**src/rtl/mouse_arb_pkg.sv**
```systemverilog
// mouse_arb_pkg: shared types and default screen constants for the cursor position arbiter.
package mouse_arb_pkg;
    localparam int DEF_HOR_PIXELS = 800;
    localparam int DEF_VER_PIXELS = 600;

    typedef enum logic {DRAW, COMMIT} arb_state_t;
    typedef enum logic {OWN_LOCAL, OWN_REMOTE} owner_t;

    typedef struct packed {
        logic [11:0] x;
        logic [11:0] y;
    } pos_t;
endpackage

```
**src/rtl/mouse_pos_slot.sv**
```systemverilog
// mouse_pos_slot: latest-wins holding register with a pending flag for one position requester.
module mouse_pos_slot
    import mouse_arb_pkg::*;
(
    input  logic clk,
    input  logic rst_n,
    input  logic load,
    input  logic clear,
    input  logic valid,
    output logic ready,
    input  pos_t pos_in,
    output pos_t pos,
    output logic pend
);
    pos_t pos_q;
    logic pend_q;

    assign ready = load;
    assign pos   = pos_q;
    assign pend  = pend_q;

    always_ff @(posedge clk or negedge rst_n) begin
        if (!rst_n) begin
            pos_q  <= '0;
            pend_q <= 1'b0;
        end else if (valid && load) begin
            pos_q  <= pos_in;
            pend_q <= 1'b1;
        end else if (clear) begin
            pend_q <= 1'b0;
        end
    end
endmodule

```
**src/rtl/mouse_pos_arbiter.sv**
```systemverilog
// mouse_pos_arbiter: commits one of two cursor positions at each vblank rise, local priority with idle-timeout handover.
// Define MOUSE_ARB_CLAMP_EN to clamp the committed position to the visible area.
module mouse_pos_arbiter
    import mouse_arb_pkg::*;
#(
    parameter int HOR_PIXELS     = DEF_HOR_PIXELS,
    parameter int VER_PIXELS     = DEF_VER_PIXELS,
    parameter int TIMEOUT_FRAMES = 60
) (
    input  logic        clk,
    input  logic        rst_n,
    input  logic        vblnk,
    input  logic        req0_valid,
    input  logic [11:0] req0_x,
    input  logic [11:0] req0_y,
    output logic        req0_ready,
    input  logic        req1_valid,
    input  logic [11:0] req1_x,
    input  logic [11:0] req1_y,
    output logic        req1_ready,
    output logic [11:0] xpos,
    output logic [11:0] ypos,
    output logic        owner,
    output logic        frame_update
);
`ifdef MOUSE_ARB_CLAMP_EN
    localparam bit CLAMP_EN = 1'b1;
`else
    localparam bit CLAMP_EN = 1'b0;
`endif
    localparam logic [11:0] XMAX = 12'(HOR_PIXELS - 1);
    localparam logic [11:0] YMAX = 12'(VER_PIXELS - 1);
    localparam logic [5:0]  TMO  = 6'(TIMEOUT_FRAMES);

    arb_state_t state_q, state_d;
    owner_t     owner_q, owner_d;
    pos_t       pos_q, pos_d, slot0, slot1, sel, cpos;
    logic [5:0] idle_q, idle_d, idle_inc;
    logic       vblnk_q, vblnk_qq, upd_q, upd_d;
    logic       pend0, pend1, commit, take0, take1, accept;

    assign accept = state_q == DRAW;

    mouse_pos_slot u_slot0 (
        .clk(clk), .rst_n(rst_n), .load(accept), .clear(commit),
        .valid(req0_valid), .ready(req0_ready),
        .pos_in('{x: req0_x, y: req0_y}), .pos(slot0), .pend(pend0)
    );

    mouse_pos_slot u_slot1 (
        .clk(clk), .rst_n(rst_n), .load(accept), .clear(commit),
        .valid(req1_valid), .ready(req1_ready),
        .pos_in('{x: req1_x, y: req1_y}), .pos(slot1), .pend(pend1)
    );

    // The counter is compared after counting the current silent frame, so the
    // TIMEOUT_FRAMES-th consecutive frame without a local update hands over.
    always_comb begin
        commit   = state_q == COMMIT;
        state_d  = (!commit && vblnk_q && !vblnk_qq) ? COMMIT : DRAW;
        idle_inc = (idle_q == TMO) ? TMO : idle_q + 6'd1;
        take0    = commit && pend0;
        take1    = commit && !pend0 && pend1 && (idle_inc == TMO || owner_q == OWN_REMOTE);
        idle_d   = take0 ? 6'd0 : commit ? idle_inc : idle_q;
        owner_d  = take0 ? OWN_LOCAL : take1 ? OWN_REMOTE : owner_q;
        sel      = take0 ? slot0 : slot1;
        cpos.x   = (CLAMP_EN && sel.x > XMAX) ? XMAX : sel.x;
        cpos.y   = (CLAMP_EN && sel.y > YMAX) ? YMAX : sel.y;
        upd_d    = take0 || take1;
        pos_d    = upd_d ? cpos : pos_q;
    end

    always_ff @(posedge clk or negedge rst_n) begin
        if (!rst_n) begin
            state_q  <= DRAW;
            owner_q  <= OWN_LOCAL;
            pos_q    <= '0;
            idle_q   <= '0;
            vblnk_q  <= 1'b0;
            vblnk_qq <= 1'b0;
            upd_q    <= 1'b0;
        end else begin
            state_q  <= state_d;
            owner_q  <= owner_d;
            pos_q    <= pos_d;
            idle_q   <= idle_d;
            vblnk_q  <= vblnk;
            vblnk_qq <= vblnk_q;
            upd_q    <= upd_d;
        end
    end

    assign xpos         = pos_q.x;
    assign ypos         = pos_q.y;
    assign owner        = owner_q;
    assign frame_update = upd_q;
endmodule

```
**config.mk**
```make
export PLATFORM = sky130hd
export DESIGN_NAME = mouse_pos_arbiter
export DESIGN_NICKNAME = d
export VERILOG_FILES = /design/src/rtl/mouse_arb_pkg.sv /design/src/rtl/mouse_pos_slot.sv /design/src/rtl/mouse_pos_arbiter.sv
export SDC_FILE = /design/constraint.sdc
export NUM_CORES = 1
export LEC_CHECK = 0
export CAP_MARGIN = 30
export CORE_ASPECT_RATIO = 1.2
export CORE_MARGIN = 1.5
export CORE_UTILIZATION = 49
export CTS_CLUSTER_DIAMETER = 200
export DETAILED_ROUTE_END_ITERATION = 10
export GPL_ROUTABILITY_DRIVEN = 1
export GPL_TIMING_DRIVEN = 0
export PLACE_DENSITY = 0.77
export SLEW_MARGIN = 20
export SYNTH_ARGS = -nofsm -noshare
export SYNTH_HDL_FRONTEND = slang
export SYNTH_HIERARCHICAL = 1
export SYNTH_SLANG_ARGS = --single-unit
```
**constraint.sdc**
```tcl
create_clock -name clk -period 2.3 [get_ports clk]
set_clock_uncertainty 0.1 [all_clocks]
set_input_delay 0.23 -clock clk [delete_from_list [all_inputs] [get_ports clk]]
set_output_delay 0.23 -clock clk [all_outputs]
set_load 0.01 [all_outputs]
```
; ---- Word-level counts from Yosys, hierarchy flattened
; Cells that the tools add are included.
[op_classes]
n_eq_ne = 2
n_bitwise = 1
reduce_logical = 17
n_addsub = 1
n_mux = 10
[op_table]
columns = op, n
row1 = 24-bit 2-to-1 mux, 1
row2 = 6-bit 2-to-1 mux, 3
row3 = "6-bit equality test, second input constant", 2
row4 = 1-bit logical AND, 8
row5 = 2-bit nonzero test, 4
row6 = "6-bit by 1-bit adder with 6-bit output, second input constant", 1
row7 = 1-bit 2-to-1 mux, 6
row8 = 1-bit zero test, 3
row9 = 1-bit logical OR, 2
row10 = 1-bit NOT, 1
[word_totals]
regBits = 85
word_cells = 45
inputBits = 53

; ---- Logic depth before layout (Yosys ltp)
; Gate-level depths: netlist (run 1).
[logic_depth]
word_depth = 7
depth_mapped = 8

; ---- Modules after synthesis
; The synthesis (run 1) kept the hierarchy.
[modules_own_cells]
columns = mod, instances, seq_area_each_um2, cells_each, area_per_inst_um2
row1 = mouse_pos_arbiter, 1, 875.8, 336, 2798.9
row2 = mouse_pos_slot, 2, 625.6, 55, 1012.2

; ---- Least setup slack after synthesis (run 1)
; Ideal clock, no wire load.
[synth_path]
kind = reg-to-reg
startpoint = reg idle_q[0]
endpoint = reg pos_q (netlist bit xpos[2])
arrival_ps = 1938
path_buffers = 2
stages_incl_launch_ff = 9
synth_period_minus_slack_ps = 2173
required_ps = 2065
slack_ps = 127
setup_ps = 135
path_cell_list = dfrtp_1 > inv_1 > ha_1 > and4b_1 > clkbuf_1 > clkbuf_1 > o211ai_1 > o41ai_1 > a21oi_2
[synth_between]
elab_chain_len = 6
elab_cells_between_ends = 7
cone_classes = add/sub (1) / eq/ne (2) / mux (1) / reduce/logical (3)
[synth_lines]
columns = element, line_no
row1 = start: declaration, mouse_pos_arbiter.sv:38  ; logic [5:0] idle_q, idle_d, idle_inc;
row2 = start signal: assignment, mouse_pos_arbiter.sv:86  ; idle_q <= idle_d;
row3 = 6-bit by 1-bit adder with 6-bit output or 6-bit equality test (tied branches), mouse_pos_arbiter.sv:61  ; idle_inc = (idle_q == TMO) ? TMO : idle_q + 6'd1;
row4 = 6-bit 2-to-1 mux *, mouse_pos_arbiter.sv:61
row5 = 6-bit equality test *, mouse_pos_arbiter.sv:63  ; take1 = commit && !pend0 && pend1 && (idle_inc == TMO || owner_q == OWN_REMOTE);
row6 = 1-bit logical OR *, mouse_pos_arbiter.sv:63
row7 = 1-bit logical AND *, mouse_pos_arbiter.sv:63
row8 = 1-bit logical OR *, mouse_pos_arbiter.sv:69  ; upd_d = take0 || take1;
row9 = end signal: assignment, mouse_pos_arbiter.sv:85  ; pos_q <= pos_d;
row10 = end: declaration, mouse_pos_arbiter.sv:37  ; pos_t pos_q, pos_d, slot0, slot1, sel, cpos;
; Mark *: on every way between the ends. The rest lies on a longest branch, timed or not.
; A chain may end at the register's enable or synchronous reset.

; ---- Worst setup path in the final report (run 1)
[layout_path]
startpoint = reg idle_q[0]
endpoint = reg pos_q (netlist bit xpos[8])
; The elaborated chain is that of the path after synthesis.

==> results.sh, run 1 <==
export IMPL_status="completed"
export IMPL_yosysWarnings=6
export IMPL_diodes=0
export IMPL_crit_fanout=10
export IMPL_synth_fp_nets=501
export IMPL_worst_slack_ns=0.0518
export IMPL_timing_final_max_slew_violations=0
export IMPL_grt_max_degree=46
export IMPL_die_h_um=112
export IMPL_grt_overflow=0
export IMPL_layout_cells_non_filler=668
export IMPL_cts_tree="built"
export IMPL_clkSinkCount=85
export IMPL_leakagePower_nw=2.63
export IMPL_async_flop_share_pct=100
export IMPL_met2_usage_pct=41.8
export IMPL_gr_max_usage_layer="met2"
export IMPL_ir_worst_vdd_v=0.000399
export IMPL_core_area_mm2=0.00956
export IMPL_grt_usage_pct=25.7
export IMPL_required_ns=2.42
export IMPL_synthFlopType="dfrtp_1"
export IMPL_nFillCells=776
export IMPL_antenna_found_initial=0
export IMPL_synth_edf_count=0
export IMPL_finalCriticalPeriod_ns=2.25
export IMPL_clk_pin_slew_worst_paths_ns=0.06
export IMPL_path_class="flip-flop to flip-flop"
export IMPL_holdWs_ns=0.226
export IMPL_yosysSeqAreaShare_pct=44.1
export IMPL_use_met3_pct=5.19
export IMPL_pin_count=81
export IMPL_hold_viol=0
export IMPL_via_count=4075
export IMPL_drive_gt1_share_pct=26.6
export IMPL_grt_pass1_wl_mm=20.7
export IMPL_io_buffers=80
export IMPL_final_util_pct=66.3
export IMPL_power_density_mw_per_mm2=653
export IMPL_hp_class="input pin to flip-flop"
export IMPL_place_inst=650
export IMPL_via_per_inst=6.10
export IMPL_ant_nets=0
export IMPL_clock_root_buffer="clkbuf_16"
export IMPL_cp_arrival_ns=2.37
export IMPL_drtPass1Iterations=6
export IMPL_start_util_pct=50.4
export IMPL_clockBufferDepth=2
export IMPL_die_x_um=93.6
export IMPL_fmax_mhz=445
export IMPL_rsz0062_at_grt="no"
export IMPL_critPathCaptureType="flip-flop"
export IMPL_ys_ff_latch=85
export IMPL_grt_pass1_vias=4176
export IMPL_syn_area_mm2=0.00482
export IMPL_gp_congestion=0.821
export IMPL_cp_start_kind="flip-flop"
export IMPL_area_delta_synth_final_pct=31.4
export IMPL_drc=0
export IMPL_synthCells=446
export IMPL_maxSlewHeadroom_pct=63.2
export IMPL_finalSetupViolations=0
export IMPL_syn_avg_cell_area_um2=10.8
export IMPL_clk_latency_ns=0.35
export IMPL_place_ws_ns=-0.364
export IMPL_dieArea_mm2=0.0105
export IMPL_period_share_pct=97.7
export IMPL_fin_nets=595
export IMPL_met1_usage_pct=31.8
export IMPL_wl_per_cell_um=19.3
export IMPL_drt_initial_drc_count=335
export IMPL_total_power_w=0.00414
export IMPL_maxCapViolCount=0
export IMPL_routed_wl_mm=12.9
export IMPL_ys_types=44
export IMPL_numCtsBuffers=9
export IMPL_place_hpwl_mm=8.86
export IMPL_htree_levels=3
export IMPL_std_cell_rows=39
export IMPL_worst_slew_pin_slew_ns=0.552
-- metrics by stage --
stage               TNS (ns)  area [um^2]
global placement     -186.75         5780
global route               0         6340
floorplan                  0         4820
finish                     0         6340
CTS                        0         6310
detailed placement    -18.51         5800
-- what timing repair did --
| item | in CTS | in global routing |
|---|---|---|
| gates resized for setup | 37 | 14 |
| hold endpoints to repair | 40 | 0 |
| endpoints found under the setup margin | 73 | 23 |
| buffers inserted | 2 | 0 |
| hold buffers | 1 | 0 |
| pin swaps | 0 | 1 |
-- path summary, 6_finish.rpt --
kind	start	end	slack (ns)	depth (start not counted)
min	vblnk	vblnk_q$_DFF_PN0_	0.23	1
max in group asynchronous	rst_n	idle_q[0]$_DFFE_PN0P_	1.17	3
min in group asynchronous	rst_n	u_slot1/pos[8]$_DFFE_PN0P_	0.28	2
min reg2reg	vblnk_q$_DFF_PN0_	vblnk_qq$_DFF_PN0_	0.27	0
max	idle_q[0]$_DFFE_PN0P_	xpos[8]$_DFFE_PN0P_	0.05	8
max reg2reg	idle_q[0]$_DFFE_PN0P_	xpos[8]$_DFFE_PN0P_	0.05	8
-- power breakdown --
group	total (W)	internal [W]	switching, W
logic	0.000803	0.000438	0.000365
registers	0.00176	0.00164	0.000117
clock network	0.00158	0.000978	0.000604
-- synthesized netlist by cell type, drive strengths merged (2+ instances only) --
library cell	count	share of area, %
inv	54	4.2
o211ai	24	3.7
buf	13	2.4
clkbuf	32	2.5
a31o	3	0.54
nor2	3	0.23
mux2	49	14
dfrtp	85	44
o41ai	23	4.2
nand3	25	2.6
a21oi	53	7.0
nor3	2	0.21
and4b	24	5.0
ha	2	0.52
a41oi	2	0.36
o21ai	4	0.42
nand2	4	0.42
o31ai	24	3.7
-- cell families after synthesis --
logic type | synth area share (%)
flops | 44.1
compound gates | 21.9
simple gates | 9.60
mux | 14.6
buf+inv | 9.08
fa+ha+maj | 0.519
xor+xnor | 0.182
-- sequential cells by signal, indices dropped and copies added (netlist names), 6 cells and up --
register,flops
idle_q,6
u_slot0/pos,24
u_slot1/pos,24
xpos,12
ypos,12
-- routing by layer --
layer / part of all wire (%) / vias up
met3: 4.9 / 27
met1: 41 / 2042
li1: - / 1844
met4: 2.5 / 0
met2: 52 / 162
met5: 0 / -
-- cell usage in the layout, fill, tap and decap left out, types with 2 or more instances in the layout --
cell             instances
a21oi_1                 34
a21oi_2                 19
a31o_2                   3
a41oi_1                  2
and4b_1                 23
buf_2                    4
buf_4                    7
buf_6                    6
bufinv_16                2
clkbuf_1                19
clkbuf_16                9
clkbuf_2                 6
clkbuf_4                 2
clkbuf_8                 2
clkdlybuf4s50_1         79
clkinv_2                 2
clkinvlp_4               2
dfrtp_1                 83
dfrtp_2                  2
ha_2                     2
inv_1                   52
mux2_2                  11
mux2_4                  38
nand2_1                  2
nand2_2                  2
nand3_1                 25
nor2_1                   3
nor3_1                   2
o211ai_1                24
o21ai_0                  4
o31ai_1                 23
o41ai_1                  6
o41ai_2                 16
-- area by class of cell --
type	instances	area, um^2	area share (%)
multi-input cells	262	2410	38.1
flip-flops and latches	85	2130	33.6
repair buffers	84	843	13.3
plain buffers	44	267	4.21
clock buffers	10	239	3.77
inverters	54	206	3.26
well taps	123	154	2.43
clock inverters	6	86.3	1.36
-- worst max-delay path, stage by stage (launching register included) --
cell and delay [ns]:
dfrtp_2 0.44, inv_2 0.09, ha_2 0.21, a21boi_1 0.09, a41o_1 0.26, buf_6 0.13
clkbuf_2 0.23, o41ai_1 0.49, a21oi_2 0.05
No activity file was read; power rests on OpenSTA's default activity.
==> run 2, diff against run 1 <==
- HOLD_SLACK_MARGIN: default -> 0.06
==> results of run 2 <==
No change in the layout: final DEF, timing and power equal those of run 1.
==> run 3, diff against run 2 <==
- CORE_MARGIN: 1.5 -> 1
==> run 3 against run 2 <==
  * Worst setup slack got worse by 0.0075 ns
  * Largest cell class unchanged
  * Critical path type is now flip-flop to output port
  * Critical path depth shrank 3
  * Via count grew 0.17%
  * Largest power group unchanged
==> results.sh, run 3 (synthesis results as in run 1) <==
export IMPL_fmax_mhz=443
export IMPL_htree_levels=3
export IMPL_pin_count=81
export IMPL_via_per_inst=6.15
export IMPL_drt_initial_drc_count=361
export IMPL_required_ns=1.97
export IMPL_gp_congestion=0.816
export IMPL_hold_viol=0
export IMPL_start_util_pct=50.4
export IMPL_maxSlewHeadroom_pct=64.1
export IMPL_clkSinkCount=85
export IMPL_drc=0
export IMPL_worstSetupEndpoint="req1_ready"
export IMPL_rsz0062_at_grt="no"
export IMPL_reg2reg_from="idle_q[0]$_DFFE_PN0P_"
export IMPL_place_inst=650
export IMPL_place_ws_ns=-0.352
export IMPL_status="completed"
export IMPL_reg2reg_slack_ns=0.09
export IMPL_clk_pin_slew_worst_paths_ns=0.06
export IMPL_ir_worst_vdd_v=0.000394
export IMPL_wl_per_cell_um=19.7
export IMPL_diodes=0
export IMPL_core_area_mm2=0.00956
export IMPL_place_hpwl_mm=8.78
export IMPL_critPathCaptureType="output port"
export IMPL_power_density_mw_per_mm2=623
export IMPL_grt_overflow=0
export IMPL_io_buffers=80
export IMPL_period_share_pct=98.1
export IMPL_worst_slack_ns=0.0443
export IMPL_routed_wl_mm=13.1
export IMPL_area_delta_synth_final_pct=29.8
export IMPL_total_power_w=0.00390
export IMPL_timing_final_max_slew_violations=0
export IMPL_cp_startpoint="commit$_DFF_PN0_"
export IMPL_reg2reg_depth=7
export IMPL_leakagePower_nw=2.60
export IMPL_cp_arrival_ns=1.93
export IMPL_cts_tree="built"
export IMPL_grt_pass1_vias=4381
export IMPL_path_class="flip-flop to output port"
export IMPL_clk_latency_ns=0.34
export IMPL_grt_usage_pct=26.7
export IMPL_crit_fanout=10
export IMPL_cp_start_kind="flip-flop"
export IMPL_dieArea_mm2=0.0102
export IMPL_clock_root_buffer="clkbuf_16"
export IMPL_layout_cells_non_filler=664
export IMPL_via_count=4082
export IMPL_maxCapViolCount=0
export IMPL_worst_slew_pin_slew_ns=0.528
export IMPL_finalSetupViolations=0
export IMPL_clockBufferDepth=2
export IMPL_grt_pass1_wl_mm=21.3
export IMPL_numCtsBuffers=9
export IMPL_fin_nets=593
export IMPL_mostFrequentLayoutCell="dfrtp_1"
export IMPL_mostFrequentLayoutCells="dfrtp_1, clkdlybuf4s50_1, inv_1"
export IMPL_tns_ns=0
export IMPL_ant_nets=0
export IMPL_drive_gt1_share_pct=25.5
export IMPL_finalCriticalPeriod_ns=2.26
export IMPL_grt_max_degree=59
export IMPL_antenna_found_initial=0
export IMPL_hp_class="input pin to flip-flop"
export IMPL_die_h_um=111
export IMPL_drtPass1Iterations=5
export IMPL_r2r_end="xpos[10]$_DFFE_PN0P_"
export IMPL_std_cell_rows=39
export IMPL_die_x_um=92.6
export IMPL_nFillCells=786
export IMPL_final_util_pct=65.5
[run 3: worst min-delay path by stage]
stage	depth (start not counted)	slack, ns	startpoint	endpoint
6_report	1	0.23	vblnk	vblnk_q$_DFF_PN0_
4_1_cts	1	0.22	vblnk	vblnk_q$_DFF_PN0_
3_3_place_gp	0	0.26	vblnk_q$_DFF_PN0_	vblnk_qq$_DFF_PN0_
5_1_grt	1	0.23	vblnk	vblnk_q$_DFF_PN0_
2_1_floorplan	0	-0.17	rst_n	commit$_DFF_PN0_
3_5_place_dp	1	0.08	rst_n	u_slot1/pos[9]$_DFFE_PN0P_
[run 3: worst max-delay path, cell delays in order, from the launching register on]
cell             delay [ns]
dfrtp_2                0.45
clkbuf_4               0.20
clkbuf_8               0.19
inv_4                  0.11
buf_4                  0.11
clkdlybuf4s50_1        0.52
[run 3: metrics by stage]
step	hold slack, ns	area, um^2
2_1_floorplan	-0.166	4820
3_3_place_gp	0.260	5780
3_5_place_dp	0.0788	5800
4_1_cts	0.223	6190
5_1_grt	0.227	6260
6_report	0.227	6260
[run 3: repair_timing]
item | CTS | global route
hold endpoints to repair | 27 | 0
pin swaps | 0 | 1
buffers inserted | 0 | 0
setup endpoints to repair | 73 | 21
hold buffers | 1 | 0
resized for setup | 29 | 20
[run 3: routing by layer]
layer	part of all wire (%)	GRT usage, %	vias up
li1	-	-	1842
met2	51	44.5	182
met4	2.9	14.7	0
met5	0	0	-
met1	40	33.0	2020
met3	5.3	3.50	38
[run 3: cell type report]
class                      count  area (um^2)  area share [%]
clock buffer                  12          256            4.10
multi-input combinational    262         2410            38.5
timing repair buffer          82          836            13.4
sequential                    85         2130            34.0
buffer                        44          262            4.18
inverter                      54          205            3.28
clock inverter                 2         10.0           0.160
tap                          123          154            2.46
[run 3: where the power goes]
group	switching (W)	total (W)	internal, W
sequential	0.000121	0.00176	0.00164
combinational	0.000361	0.000796	0.000434
clock	0.000568	0.00134	0.000775
